==> config.mk <==
export PLATFORM = sky130hd
export DESIGN_NAME = pot_scan_ctrl
export DESIGN_NICKNAME = d
export VERILOG_FILES = /design/src/rtl/eq_pkg.sv /design/src/rtl/pot_filt.sv /design/src/rtl/pot_scan_ctrl.sv
export SDC_FILE = /design/constraint.sdc
export NUM_CORES = 1
export LEC_CHECK = 0
export ABC_AREA = 1
export CELL_PAD_IN_SITES_DETAIL_PLACEMENT = 0
export CELL_PAD_IN_SITES_GLOBAL_PLACEMENT = 1
export CORE_UTILIZATION = 37
export CTS_CLUSTER_SIZE = 12
export DETAILED_ROUTE_END_ITERATION = 10
export GPL_ROUTABILITY_DRIVEN = 0
export HOLD_SLACK_MARGIN = 0.08
export MAX_ROUTING_LAYER = met4
export PLACE_DENSITY = 0.85
export SETUP_SLACK_MARGIN = 0.05
export SLEW_MARGIN = 5
export SYNTH_ARGS = -nofsm -noshare
export SYNTH_HDL_FRONTEND = slang
export SYNTH_SLANG_ARGS = --single-unit
==> constraint.sdc <==
create_clock -name clk -period 1.8 [get_ports clk]
set_clock_uncertainty 0.15 [all_clocks]
set_input_delay 0.18 -clock clk [delete_from_list [all_inputs] [get_ports clk]]
set_output_delay 0.18 -clock clk [all_outputs]
set_load 0.02 [all_outputs]
==> src/rtl/eq_pkg.sv <==
// Shared equalizer constants: pot channel map, scan order and scan FSM states.
package eq_pkg;

    localparam logic [2:0] CH_B1  = 3'd0;
    localparam logic [2:0] CH_LP  = 3'd1;
    localparam logic [2:0] CH_B3  = 3'd2;
    localparam logic [2:0] CH_HP  = 3'd3;
    localparam logic [2:0] CH_B2  = 3'd4;
    localparam logic [2:0] CH_VOL = 3'd7;

    localparam int         N_POTS   = 6;
    localparam logic [2:0] IDX_LAST = 3'd5;

    localparam logic [N_POTS-1:0][2:0] SCAN_ORDER =
        {CH_VOL, CH_B2, CH_HP, CH_B3, CH_LP, CH_B1};

    typedef enum logic [1:0] {
        IDLE,
        SCAN_WAIT,
        AUX_WAIT
    } state_t;

    function automatic logic [2:0] scan_chnnl(input logic [2:0] idx);
        return (idx <= IDX_LAST) ? SCAN_ORDER[idx] : CH_B1;
    endfunction

    function automatic logic [2:0] next_idx(input logic [2:0] idx);
        return (idx >= IDX_LAST) ? 3'd0 : idx + 3'd1;
    endfunction

endpackage

==> src/rtl/pot_filt.sv <==
// One smoothing pot register: q <- q + ((d - q) >>> 2), seeded by the first load.
module pot_filt (
    input  logic        clk,
    input  logic        rst_n,
    input  logic        ld,
    input  logic [11:0] d,
    output logic [11:0] q
);

    logic               seeded;
    logic signed [12:0] diff;
    logic signed [12:0] step;

    assign diff = $signed({1'b0, d}) - $signed({1'b0, q});
    assign step = diff >>> 2;

    // Result always lies between q and d, so a 12-bit wrap-around add is exact.
    always_ff @(posedge clk or negedge rst_n) begin
        if (!rst_n) begin
            q      <= '0;
            seeded <= 1'b0;
        end else if (ld) begin
            seeded <= 1'b1;
            q      <= seeded ? q + step[11:0] : d;
        end
    end

endmodule

==> src/rtl/pot_scan_ctrl.sv <==
// Round-robin pot scanner sharing the A2D path with an auxiliary requester.
// Define POT_FILT_EN to smooth scanned pot readings through pot_filt.
module pot_scan_ctrl
    import eq_pkg::*;
#(
    parameter int SCAN_GAP  = 1024,
    parameter int AUX_EVERY = 1
) (
    input  logic        clk,
    input  logic        rst_n,
    output logic        strt_cnv,
    output logic [2:0]  chnnl,
    input  logic        cnv_cmplt,
    input  logic [11:0] res,
    input  logic        aux_req,
    input  logic [2:0]  aux_chnnl,
    output logic        aux_done,
    output logic [11:0] aux_res,
    output logic [11:0] POT_LP,
    output logic [11:0] POT_B1,
    output logic [11:0] POT_B2,
    output logic [11:0] POT_B3,
    output logic [11:0] POT_HP,
    output logic [11:0] VOLUME,
    output logic        all_vld
);

    localparam int GW = (SCAN_GAP > 1) ? $clog2(SCAN_GAP) : 1;
    localparam int SW = $clog2(AUX_EVERY + 1);

    localparam logic [GW-1:0] GAP_LAST = GW'(SCAN_GAP - 1);
    localparam logic [SW-1:0] AUX_MAX  = SW'(AUX_EVERY);

    state_t        state;
    state_t        state_n;
    logic [GW-1:0] gap;
    logic [SW-1:0] since;
    logic [2:0]    idx;
    logic [11:0]   pots [N_POTS];

    logic aux_win;
    logic grant_scan;
    logic grant_aux;
    logic scan_ld;
    logic aux_ld;

    assign aux_win = aux_req && (since >= AUX_MAX);

    always_ff @(posedge clk or negedge rst_n) begin
        if (!rst_n) state <= IDLE;
        else        state <= state_n;
    end

    // Aux requests bypass the gap timer; scans only start when it expires.
    always_comb begin
        state_n    = state;
        grant_scan = 1'b0;
        grant_aux  = 1'b0;
        scan_ld    = 1'b0;
        aux_ld     = 1'b0;
        unique case (state)
            IDLE: begin
                if (aux_win) begin
                    grant_aux = 1'b1;
                    state_n   = AUX_WAIT;
                end else if (gap == GAP_LAST) begin
                    grant_scan = 1'b1;
                    state_n    = SCAN_WAIT;
                end
            end
            SCAN_WAIT: begin
                if (cnv_cmplt) begin
                    scan_ld = 1'b1;
                    state_n = IDLE;
                end
            end
            AUX_WAIT: begin
                if (cnv_cmplt) begin
                    aux_ld  = 1'b1;
                    state_n = IDLE;
                end
            end
            default: state_n = IDLE;
        endcase
    end

    always_ff @(posedge clk or negedge rst_n) begin
        if (!rst_n) begin
            strt_cnv <= 1'b0;
            chnnl    <= '0;
            aux_done <= 1'b0;
            aux_res  <= '0;
            all_vld  <= 1'b0;
            gap      <= '0;
            since    <= '0;
            idx      <= '0;
        end else begin
            strt_cnv <= grant_scan | grant_aux;
            aux_done <= aux_ld;
            if (grant_scan)     chnnl <= scan_chnnl(idx);
            else if (grant_aux) chnnl <= aux_chnnl;
            if (scan_ld || aux_ld)
                gap <= '0;
            else if (state == IDLE && !grant_scan && !grant_aux)
                gap <= gap + 1'b1;
            if (grant_aux)
                since <= '0;
            else if (grant_scan && since != AUX_MAX)
                since <= since + 1'b1;
            if (scan_ld) begin
                idx <= next_idx(idx);
                if (idx == IDX_LAST) all_vld <= 1'b1;
            end
            if (aux_ld) aux_res <= res;
        end
    end

`ifdef POT_FILT_EN
    for (genvar g = 0; g < N_POTS; g++) begin : g_filt
        pot_filt u_filt (
            .clk   (clk),
            .rst_n (rst_n),
            .ld    (scan_ld && idx == 3'(g)),
            .d     (res),
            .q     (pots[g])
        );
    end
`else
    always_ff @(posedge clk or negedge rst_n) begin
        if (!rst_n) begin
            for (int i = 0; i < N_POTS; i++) pots[i] <= '0;
        end else if (scan_ld) begin
            pots[idx] <= res;
        end
    end
`endif

    assign POT_B1 = pots[0];
    assign POT_LP = pots[1];
    assign POT_B3 = pots[2];
    assign POT_HP = pots[3];
    assign POT_B2 = pots[4];
    assign VOLUME = pots[5];

endmodule

==> reports/summary.log <==
qor: outcome.outcome finished, final reports clean
qor: synthesis.mappedNetlistNets 485
qor: clock_tree.worst_setup_hold_path_clk_slew 70 ps
qor: floorplanning.coreArea 11400 um^2
qor: synthesis.synthTopCellsByArea sky130_fd_sc_hd__dfrtp_1 62%, sky130_fd_sc_hd__nand2_1 13%, sky130_fd_sc_hd__o21ai_0 10%
qor: synthesis.basic_gate_share_of_the_synthesized_area_counting_and_or_nand_and_nor_cells 19.5%
qor: sta.max_slew_margin 78.9%
qor: setup_path.worstPathMaxFanout 2
qor: clock_tree.number_of_buffers_created_by_cts 9
qor: power.seq_power_share 54.6%
qor: synthesis.synth_most_common_cell sky130_fd_sc_hd__nand2_1
qor: floorplanning.design.die.area 12100 um^2
qor: global_route.grt_start_max_net_pins 59
qor: global_route.global_route_wire_length_before_repair 16600 um
qor: routing.final_routed_wire_length_divided_by_cell_count 14.5 um
qor: routing.detail-route-antenna-nets 0
qor: job.drv.max_cap_violation_count 0
qor: global_route.vias_in_the_first_global_route 3283
qor: routing.dr_wl_met3 867 um
qor: clock_tree.max_buffers_root_to_sink 2
qor: clock_tree.cts.sinks 106
qor: synthesis.yosys.area_share.xor_xnor 0.611%
qor: place.io_buffer_count 108
qor: floorplanning.fp-row-count 39
qor: power.switchingPower 981 uW
qor: synthesis.ys_seq_area_share 61.7%
qor: sta.setup_viol_count_final 0
qor: routing.drt_iter0_drc 141
qor: sta.fmax 584 MHz
qor: floorplanning.floorplan.die.width 110 um
qor: routing.post_route_drc_violation_count 0
qor: power.clockPowerShare 42.1%
qor: routing.route.met2.wl 4950 um
qor: sta.unrepaired_setup_endpoints_after_global_routing yes
qor: routing.detailroute.via_count 3440
qor: synthesis.ys_warn_count 0
qor: routing.wl 10500 um
qor: setup_path.timing.critical_path.to_type output port
qor: power.peakVddDrop 0.000653 V
qor: setup_path.critical_path.slowest_cell sky130_fd_sc_hd__clkdlybuf4s50_1
qor: synthesis.netlist.top_cell.by_area sky130_fd_sc_hd__dfrtp_1
qor: synthesis.share_of_synthesized_area_spent_on_multiplexers 0%
qor: setup_path.cp_top_family buffers and inverters
qor: synthesis.postSynthAreaPerCell 9.35 um^2
qor: layout.drive_gt1_share 7.53%
qor: setup_path.timing_worst_setup_path_type flop to output port
qor: synthesis.ys_dominant_reg_cell sky130_fd_sc_hd__dfrtp_1
qor: floorplanning.initial_standard_cell_utilization_of_the_core 37.8%
qor: synthesis.postSynthCellCount 460
qor: power.power_density 733 nW/um^2
qor: power.p_int 3390 uW
qor: layout.antenna-diode-count 0
qor: sta.hold_violations 0
qor: setup_path.worstPathCellList clkdlybuf4s50_1
qor: layout.finish.net_count 604
qor: synthesis.synth_seq_cells 106
qor: sta.period_share 95.1%
qor: clock_tree.cts_tree done
qor: global_route.globalRouteOverflowTotal 0
qor: sta.finalMaxSlewViolations 0
qor: global_route.grt_antenna_before_repair 0
qor: sta.fin_setup_tns 0 ps
qor: synthesis.synth-adder-area-share 1.75%
qor: synthesis.synth-edff-count 0
qor: layout.utilization 52.4%
qor: clock_tree.cts_htree_levels 3
qor: sta.timing.final.crit_period 1710 ps
qor: layout.synthToLayoutAreaGrowth 38.6%
qor: setup_path.crit_arrival 1380 ps
qor: place.detailed_place_hpwl 7560 um
qor: clock_tree.worst_skew_pair.late_latency 340 ps
qor: routing.detailedRoute.firstPassIterationCount 4
qor: clock_tree.clock_tree.root_cell sky130_fd_sc_hd__clkbuf_16
qor: floorplanning.die-height 110 um
qor: setup_path.r2r_setup_slack 120 ps
qor: routing.highest-signal-layer met4
qor: synthesis.unique_masters_post_synth 25
qor: power.power_leakage 0.00274 uW
qor: setup_path.crit_path_max_cell_delay 630 ps
qor: floorplanning.io_pins 109
qor: layout.layout.filler_cells 1082
qor: synthesis.synthesis.area 4300 um^2
qor: place.dpl_cell_area 5640 um^2
qor: setup_path.timing.critical_path.required 1470 ps
qor: global_route.global_route.usage.total 18.9%
qor: synthesis.async_reset_ff_share 100%
qor: setup_path.critPathLaunchType flop
qor: routing.detail_route.wirelength.met1 4590 um
qor: synthesis.synth_compound_gate_area_share 11.2%
qor: synthesis.post_synth_most_frequent_cells 149 x sky130_fd_sc_hd__nand2_1, 106 x sky130_fd_sc_hd__dfrtp_1, 87 x sky130_fd_sc_hd__o21ai_0, 38 x sky130_fd_sc_hd__inv_1, 18 x sky130_fd_sc_hd__nand3_1
qor: sta.tightest_slew 316 ps
qor: synthesis.netlist.area_leader.share 61.7%
qor: routing.post_drt_via_cell_ratio 4.73
qor: synthesis.synth_top_family_by_area simple AND/OR/NAND/NOR gates
qor: setup_path.critPathBufInv 1
qor: power.switching_share 22.5%
qor: power.logic_pwr_share 3.3%
qor: min_path.holdCritPathClass primary input to asynchronous set/reset pin
qor: layout.finalInstanceArea 5960 um^2
==> layout by cell type, fill, tap and decap left out, types with 2 or more instances in the layout <==
| cell | instances |
|---|---|
| sky130_fd_sc_hd__clkinv_2 | 2 |
| sky130_fd_sc_hd__o21ai_0 | 85 |
| sky130_fd_sc_hd__buf_12 | 4 |
| sky130_fd_sc_hd__clkdlybuf4s50_1 | 107 |
| sky130_fd_sc_hd__clkbuf_16 | 9 |
| sky130_fd_sc_hd__ha_1 | 5 |
| sky130_fd_sc_hd__nor2_4 | 3 |
| sky130_fd_sc_hd__nor2_1 | 9 |
| sky130_fd_sc_hd__buf_6 | 3 |
| sky130_fd_sc_hd__dfrtp_1 | 106 |
| sky130_fd_sc_hd__nor2_2 | 4 |
| sky130_fd_sc_hd__buf_4 | 9 |
| sky130_fd_sc_hd__xor2_1 | 2 |
| sky130_fd_sc_hd__inv_1 | 38 |
| sky130_fd_sc_hd__nand2_1 | 149 |
| sky130_fd_sc_hd__inv_6 | 3 |
| sky130_fd_sc_hd__nand4_1 | 9 |
| sky130_fd_sc_hd__o21ai_1 | 4 |
| sky130_fd_sc_hd__nand2_4 | 2 |
| sky130_fd_sc_hd__clkbuf_1 | 2 |
| sky130_fd_sc_hd__nand3_1 | 18 |
==> per-layer routing <==
metal  global-route usage [%]  vias to the layer above
li1                         -                     1709
met1                     23.3                     1627
met2                     29.2                       90
met3                     7.29                       14
met4                     4.86                        0
met5                        -                        -
==> stage by stage <==
stage               power [uW]  std cells  setup WS (ps)  hold slack, ps
floorplan                 2460        460            271            -266
finish                    4370        727           87.9             157
global route              4520        727           19.1             161
global placement          2580        709           51.0           -54.7
detailed placement        2580        709           30.2           -52.4
CTS                       4430        726           94.6             155
==> cell type report <==
| type | count | area [um^2] | share of cell area, % |
|---|---|---|---|
| Timing Repair Buffer | 124 | 1260 | 21.2 |
| Multi-Input combinational cell | 298 | 1440 | 24.2 |
| Tap cell | 143 | 179 | 3.00 |
| Inverter | 40 | 155 | 2.60 |
| Sequential cell | 106 | 2650 | 44.5 |
| Clock buffer | 11 | 233 | 3.91 |
| Clock inverter | 5 | 36.3 | 0.609 |
==> registers in the layout (all words and copies together), names as in the netlist <==
signal	flops
since	1
aux_res	12
VOLUME	12
aux_done	1
POT_HP	12
POT_B3	12
POT_LP	12
all_vld	1
gap	10
state	2
strt_cnv	1
chnnl	3
POT_B2	12
idx	3
POT_B1	12
==> kinds of logic (layout without fill, tap and decap cells) <==
group,Yosys count,in the layout
DFF,106,106
and+or+nand+nor,196,196
xor gates and xnor gates,3,3
adders and majority gates,6,6
AOI/OAI and AO/OA,93,93
buffers and inverters,56,180
==> timing repair <==
item / CTS / global route
setup endpoints to repair: 0 / 54
setup buffers: 0 / 1
hold buffers: 1 / 0
hold endpoints to repair: 106 / 0
resized for setup: 0 / 9
==> path summary, 6_finish.rpt <==
path | end | depth (start not counted) | from
hold reg to reg | POT_LP[0] | 2 | POT_LP[0]
setup / recovery | POT_B2[1] | 1 | POT_B2[1]
min in group clk | POT_LP[0] | 2 | POT_LP[0]
max in group asynchronous | POT_HP[1] | 3 | rst_n
setup reg to reg | gap[0] | 8 | gap[1]
hold / removal | POT_B1[0] | 2 | rst_n
==> power groups by stage <==
stage          clock network, uW  registers (uW)  logic (uW)
2_1_floorplan                  0            2440        21.8
3_3_place_gp                   0            2430         148
3_5_place_dp                   0            2430         150
4_1_cts                     1890            2380         153
5_1_grt                     1970            2380         164
6_report                    1840            2380         146
No activity file was read; power rests on OpenSTA's default activity.
